**src/rtl/adau1761_i2s_tx.sv**
```systemverilog
// Stereo I2S master transmitter for the ADAU1761 DAC input; one-pair holding buffer, BCLK/LRCLK
// from clk. Define ADAU1761_I2S_TX_REPEAT_ON_UNDERRUN_EN to resend the last pair on underrun.
module adau1761_i2s_tx #(
  parameter int unsigned DATA_WIDTH = 24,
  parameter int unsigned SLOT_WIDTH = 32,
  parameter int unsigned BCLK_DIV   = 4
) (
  input  logic                  clk,
  input  logic                  reset,
  input  logic                  enable,
  input  logic [DATA_WIDTH-1:0] s_left,
  input  logic [DATA_WIDTH-1:0] s_right,
  input  logic                  s_valid,
  output logic                  s_ready,
  output logic                  bclk,
  output logic                  lrclk,
  output logic                  sdata,
  output logic                  underrun,
  output logic [15:0]           underrun_count
);

  localparam int unsigned CntW = $clog2(2 * SLOT_WIDTH);
  localparam int unsigned DivW = $clog2(BCLK_DIV);
  localparam logic [CntW-1:0] BitLast = CntW'(2 * SLOT_WIDTH - 1);
  localparam logic [CntW-1:0] SlotLen = CntW'(SLOT_WIDTH);
  localparam logic [DivW-1:0] DivLast = DivW'(BCLK_DIV - 1);

  logic [DivW-1:0]       div_cnt;
  logic [CntW-1:0]       bit_cnt;
  logic                  full;
  logic [DATA_WIDTH-1:0] buf_left, buf_right;
  logic [DATA_WIDTH-1:0] frame_left, frame_right;

  logic            fall, frame_start, handshake, load, full_d, slot_right, bit_out;
  logic [CntW-1:0] bit_nxt, pos;

  always_comb begin
    fall        = enable && bclk && (div_cnt == DivLast);
    bit_nxt     = (bit_cnt == BitLast) ? '0 : bit_cnt + CntW'(1);
    frame_start = fall && (bit_nxt == '0);
    slot_right  = (bit_nxt >= SlotLen);
    pos         = slot_right ? bit_nxt - SlotLen : bit_nxt;
    // Slot position p carries channel bit DATA_WIDTH-p; p=0 is the one-BCLK I2S delay.
    bit_out = 1'b0;
    for (int i = 0; i < DATA_WIDTH; i++) begin
      if (pos == CntW'(DATA_WIDTH - i)) begin
        bit_out = slot_right ? frame_right[i] : frame_left[i];
      end
    end
    handshake = s_valid && s_ready;
    load      = frame_start && full;
    full_d    = full;
    if (load) full_d = 1'b0;
    if (handshake) full_d = 1'b1;
  end

  always_ff @(posedge clk or posedge reset) begin
    if (reset) begin
      div_cnt        <= '0;
      bit_cnt        <= BitLast;
      full           <= 1'b0;
      buf_left       <= '0;
      buf_right      <= '0;
      frame_left     <= '0;
      frame_right    <= '0;
      s_ready        <= 1'b1;
      bclk           <= 1'b0;
      lrclk          <= 1'b1;
      sdata          <= 1'b0;
      underrun       <= 1'b0;
      underrun_count <= '0;
    end else begin
      // The buffer keeps accepting while idle; only a frame load empties it.
      if (handshake) begin
        buf_left  <= s_left;
        buf_right <= s_right;
      end
      full     <= full_d;
      s_ready  <= !full_d;
      underrun <= 1'b0;

      if (!enable) begin
        div_cnt <= '0;
        bit_cnt <= BitLast;
        bclk    <= 1'b0;
        lrclk   <= 1'b1;
        sdata   <= 1'b0;
      end else if (div_cnt == DivLast) begin
        div_cnt <= '0;
        bclk    <= !bclk;
        if (fall) begin
          bit_cnt <= bit_nxt;
          lrclk   <= slot_right;
          sdata   <= bit_out;
          if (frame_start) begin
            if (full) begin
              frame_left  <= buf_left;
              frame_right <= buf_right;
            end else begin
              underrun <= 1'b1;
              if (underrun_count != 16'hFFFF) underrun_count <= underrun_count + 16'd1;
`ifndef ADAU1761_I2S_TX_REPEAT_ON_UNDERRUN_EN
              frame_left  <= '0;
              frame_right <= '0;
`endif
            end
          end
        end
      end else begin
        div_cnt <= div_cnt + DivW'(1);
      end
    end
  end

endmodule

```
**config.mk**
```make
export PLATFORM = sky130hd
export DESIGN_NAME = adau1761_i2s_tx
export DESIGN_NICKNAME = d
export VERILOG_FILES = /design/src/rtl/adau1761_i2s_tx.sv
export SDC_FILE = /design/constraint.sdc
export NUM_CORES = 1
export LEC_CHECK = 0
export CORE_UTILIZATION = 55
export CTS_CLUSTER_DIAMETER = 120
export DETAILED_ROUTE_END_ITERATION = 10
export DONT_BUFFER_PORTS = 1
export GPL_TIMING_DRIVEN = 1
export HOLD_SLACK_MARGIN = 0.1
export PLACE_DENSITY = 0.67
export SYNTH_ARGS = -nofsm -noshare
export SYNTH_HDL_FRONTEND = slang
export SYNTH_SLANG_ARGS = --single-unit
export TNS_END_PERCENT = 100
```
**constraint.sdc**
```tcl
create_clock -name clk -period 6.75 [get_ports clk]
set_input_delay 0.3375 -clock clk [delete_from_list [all_inputs] [get_ports clk]]
set_output_delay 0.3375 -clock clk [all_outputs]
set_load 0.01 [all_outputs]
```
==> Yosys cells after proc, flatten, opt, wreduce, memory -nomap -nowiden <==
Index checks and enable logic that the tools add are counted.
W data, S select, Z words.
{ "totals": {"ff_bits": 126, "word_cells": 131} }
{ "classes": {"add_sub_neg": 4, "muxes": 72, "eq_ne": 29, "n_lt_le_gt_ge": 1, "bitwise": 1, "reduce_logical": 11} }
{ "op_table": {"columns": ["cell", "count"], "rows": [
  ["$mux W1", 63],
  ["$eq A6 B5 Y1 const B", 9],
  ["$eq A6 B4 Y1 const B", 8],
  ["$mux W24", 2],
  ["$mux W6", 5],
  ["$eq A6 B3 Y1 const B", 4],
  ["$add A16 B1 Y16 const B", 1],
  ["$ne A16 B16 Y1 const B", 1],
  ["$eq A6 B2 Y1 const B", 2],
  ["$add A6 B1 Y6 const B", 1],
  ["$eq A6 B1 Y1 const B", 1],
  ["$eq A6 B6 Y1 const B", 1],
  ["$ge A6 B6 Y1 const B", 1],
  ["$logic_not A6 Y1", 1],
  ["$reduce_and A6 Y1", 1],
  ["$sub A6 B6 Y6 const B", 1],
  ["$logic_and A1 B1 Y1", 5],
  ["$mux W2", 2],
  ["$ne A2 B1 Y1 const B", 2],
  ["$reduce_and A4 Y1", 1],
  ["$add A2 B1 Y2 const B", 1],
  ["$eq A2 B2 Y1 const B", 1],
  ["$logic_not A1 Y1", 2],
  ["$reduce_and A2 Y1", 1],
  ["$not A1 Y1", 1]
]} }

==> Logic depth before layout (Yosys ltp) <==
{ "logic_depth": {"ltp_word": 32, "depth_mapped": 11, "mapped_depth_nobuf": 9} }

==> Worst setup path after synthesis <==
OpenSTA, ideal clock, no wires.
{ "synth_timing": {"path_kind": "register to register", "from": "register bit_cnt[0]", "to": "register underrun_count[12]", "stages_incl_launch_ff": 11, "t_arrival_ps": 2886, "path_buffers": 1, "slack_ps": 3785, "path_cell_list": "dfstp_2 ha_1 nand3_2 xor2_2 nand2_1 or4_1 buf_2 nor4b_4 nand3_2 nor3_2 xor2_1"} }
{ "synth_between": {"elab_chain_cells": 5, "word_cells_on_any_way": 6, "cone_classes": "1 x add/sub; 1 x eq/ne; 1 x mux; 3 x reduce/logical"} }
{ "synth_rtl": {"columns": ["element", "line", "rtl"], "rows": [
  ["start: declaration", "29", "logic [CntW-1:0] bit_cnt;"],
  ["start signal: assignment", "60", "bit_cnt <= BitLast;"],
  ["start signal: assignment", "84", "bit_cnt <= BitLast;"],
  ["start signal: assignment", "92", "bit_cnt <= bit_nxt;"],
  ["$add A6 B1 Y6 or $eq A6 B6 Y1 (tied branches)", "39", "bit_nxt = (bit_cnt == BitLast) ? '0 : bit_cnt + CntW'(1);"],
  ["$mux W6 *", "39", null],
  ["$logic_not A6 Y1 *", "40", "frame_start = fall && (bit_nxt == '0);"],
  ["$logic_and A1 B1 Y1 *", "40", null],
  ["$reduce_and A6 Y1 (no source line) *", null, null],
  ["end signal: assignment", "101", "if (underrun_count != 16'hFFFF) underrun_count <= underrun_count + 16'd1;"],
  ["end: declaration", "19", "output logic [15:0] underrun_count"]
]} }
Every way passes the cells marked *; elsewhere a longest branch is shown, timed or not.
A chain may end at the register's enable or synchronous reset.

==> Worst setup path after layout <==
{ "layout_timing": {"from": "register bit_cnt[0]", "to": "register underrun_count[10]"} }
The elaborated chain is that of the path after synthesis.

==> qor.csv <==
metric,value,unit
critPathRequiredTime,7.18,ns
worstSkewPairLatency,0.52,ns
drtIter0Drc,231,
synth_flop_cell,dfrtp_1,
cp_data_arrival_time,4.86,ns
reg2reg_from,bit_cnt[0]$_DFFE_PP1P_,
holdPathStages,4,
hp-start,enable,
layout_worst_path_cycle_share,0.656,
final_cell_count_no_fill,765,
cts_buffers,17,
start_kind,flop,
drive_above_1_share,0.181,
grt_max_degree,99,
dp.cells,683,
die_h,106,um
outcome,completed,
post-route-min-period,4.43,ns
io_buffers,0,
cts_tree,built,
finalHoldViolCount,0,
ioPinCount,73,
synth_area,5980,um2
setup_tns,0,ns
multi_input_area,2640,um2
antenna_found_initial,0,
dp_hpwl,8850,um
power_density,326,nW/um2
clockRootBuffer,clkbuf_8,
switchingPower,0.000610,W
nets,675,
coreArea,10400,um2
clkSlewWorstSetupHoldPaths,0.06,ns
slew_violations,0,
grt_util_all_layers,0.260,
syn-num-nets,636,
reg2reg_slack,2.32,ns
antennaDiodeCount,0,
relSlewSlack,0.218,
die-area,11300,um2
async_flop_share,1.00,
holdPathEnd,underrun_count[0]$_DFFE_PP0P_,
r2r-end,underrun_count[10]$_DFFE_PP0P_,
synth_edf_count,0,
row_count,37,
worstPathMaxFanout,15,
ys_warn_count,0,
crit_path_end_kind,flop,
hold_class,primary input to flop,
die_w,106,um
via_per_inst,5.75,
drt-total-wl,13500,um
drv_cap,0,
layout.cells.most_common,nand2_1,
ys_seq_elements,126,
synthCells,577,
tightestPinTransition,1.17,ns
fillCellCount,804,
worst_r2r_path_depth,9,
clkSinkCount,126,
first_pass_iters,4,
yosysTopAreaCellShare,0.494,
max-clock-path-buffers,2,
fmax,226,MHz
synth.avg_cell_area,10.4,um2
synthTopCellsByArea,"dfrtp_1 49%, mux2_2 9.8%, nand2_1 8.0%, o21ai_0 4.8%, dfstp_2 3.5%",
final_cell_mix,"127 x nand2_1, 118 x dfrtp_1, 57 x o21ai_0",
area_delta_synth_final,19.3,%
ir_drop,0.000308,V
synth_seq_area_share,0.529,
setup_viol,0,
skew,0.00905,ns
comb_power_share,0.160,
fin_util,0.685,
wl_per_cell,17.7,um
p_total,0.00232,W
initial_core_util,0.574,
grt_overflow,0,
synth_area_leader_cell,dfrtp_1,
grt_pass1_vias,4484,
num_vias,4400,
p_int,0.00171,W
final-seq-area,3160,um2
power_frac_clock,0.391,
seqPwrFrac,0.449,
grt_pass1_wl,22300,um
grt_setup_unrepaired,no,
gp_congestion,0.901,
critPathKind,flop to flop,
p_leak,3.27,nW
switching_share,0.262,
ant_nets,0,
synth.distinct_cells,60,
route.detailed.drc,0,
h-tree-depth,4,
-- layer usage --
metal	share of wire	wire length, um	global-route usage
met2	0.48	6550	0.418
met1	0.44	6000	0.337
met4	0.022	295	0.100
met3	0.050	669	0.0674
met5	0	0	0
-- power by group through the flow --
| stage | combinational [W] | sequential [W] | clock [W] |
|---|---|---|---|
| global route | 0.000424 | 0.00107 | 0.000954 |
| CTS | 0.000376 | 0.00104 | 0.000921 |
| detailed placement | 0.000350 | 0.00106 | 0 |
| finish | 0.000372 | 0.00104 | 0.000909 |
| global placement | 0.000337 | 0.00105 | 0 |
| floorplan | 0.000292 | 0.00102 | 0 |
-- cells in the mapped netlist (2+ instances only) --
cell       count
clkbuf_1      22
o21ai_0       57
a32o_1         2
nand4_1        4
nand2_1      128
nor3b_1        2
o31ai_1        3
ha_1           7
a2111oi_0      4
mux2_2        52
buf_1          3
o22ai_1        4
a21boi_0       2
a21oi_1        5
a211oi_1       6
nand3_2        2
inv_1         11
o22a_1         2
and2_1         6
nor3_2         4
nor3_1         6
a31o_2         3
o32ai_1        3
nand3_1       10
or3_1          2
dfrtp_1      118
mux2i_1        6
dfstp_2        8
a21o_1         3
and3_1         7
xor2_1        11
a31oi_1        3
o211ai_1       4
a211o_1        3
buf_2          7
xnor2_1        8
o21a_1         2
nand2b_1       5
nor2_1        18
o32a_1         4
-- how the worst max path moves through the flow --
stage                                      start                        endpoint  slack, ns  cells after the start
after global routing      bit_cnt[0]$_DFFE_PP1P_  underrun_count[10]$_DFFE_PP0P_       1.96                      9
after floorplan                            reset                bclk$_DFFE_PP0P_       3.07                      1
after CTS                 bit_cnt[0]$_DFFE_PP1P_  underrun_count[10]$_DFFE_PP0P_       2.34                      9
final                     bit_cnt[0]$_DFFE_PP1P_  underrun_count[10]$_DFFE_PP0P_       2.32                      9
after global placement    bit_cnt[0]$_DFFE_PP1P_   underrun_count[6]$_DFFE_PP0P_       2.56                      9
after detailed placement  bit_cnt[0]$_DFFE_PP1P_  underrun_count[14]$_DFFE_PP0P_       2.44                      9
-- flip-flops by register name, indices dropped and copies added, names as in the netlist --
name and cells:
bclk 1, sdata 1, full 1, s_ready 1, div_cnt 2, buf_left 24
frame_left 24, frame_right 24, bit_cnt 6, underrun 1, lrclk 1, buf_right 24
underrun_count 16
-- cells by family after synthesis --
group,synth area share
AOI/OAI and AO/OA,0.133
xor gates and xnor gates,0.0305
muxes,0.108
adders and majority gates,0.0146
DFF,0.529
buffers and inverters,0.0303
and+or+nand+nor,0.155
-- critical path, stage by stage (launching register included) --
cell and delay (ns):
dfstp_2 0.65, ha_1 0.41, a21oi_1 0.14, o21ai_1 0.63, nand2_1 0.57, or4_2 0.75
nor4b_4 0.57, nand3_2 0.23, nor2_1 0.19, xor2_1 0.19
-- timing repair --
item / in CTS / in global routing
endpoints found under the hold margin: 106 / 0
resized for setup: 0 / 0
hold buffers: 50 / 0
setup buffers: 0 / 0
-- through the flow --
step / hold slack (ns) / area (um2) / setup slack [ns]
finish: 0.340 / 7140 / 2.32
floorplan: 0.414 / 5980 / 3.07
CTS: 0.289 / 7140 / 2.34
global placement: 0.354 / 6040 / 2.56
global route: 0.346 / 7140 / 1.96
detailed placement: 0.366 / 6040 / 2.44
-- final cells by class --
type | count | area share
multi-input cells | 406 | 0.370
repair buffers | 53 | 0.0733
inverters | 12 | 0.00666
clock inverters | 14 | 0.0233
clock buffers | 18 | 0.0599
flip-flops and latches | 126 | 0.443
well taps | 136 | 0.0238
(Power assumes the default switching activity.)
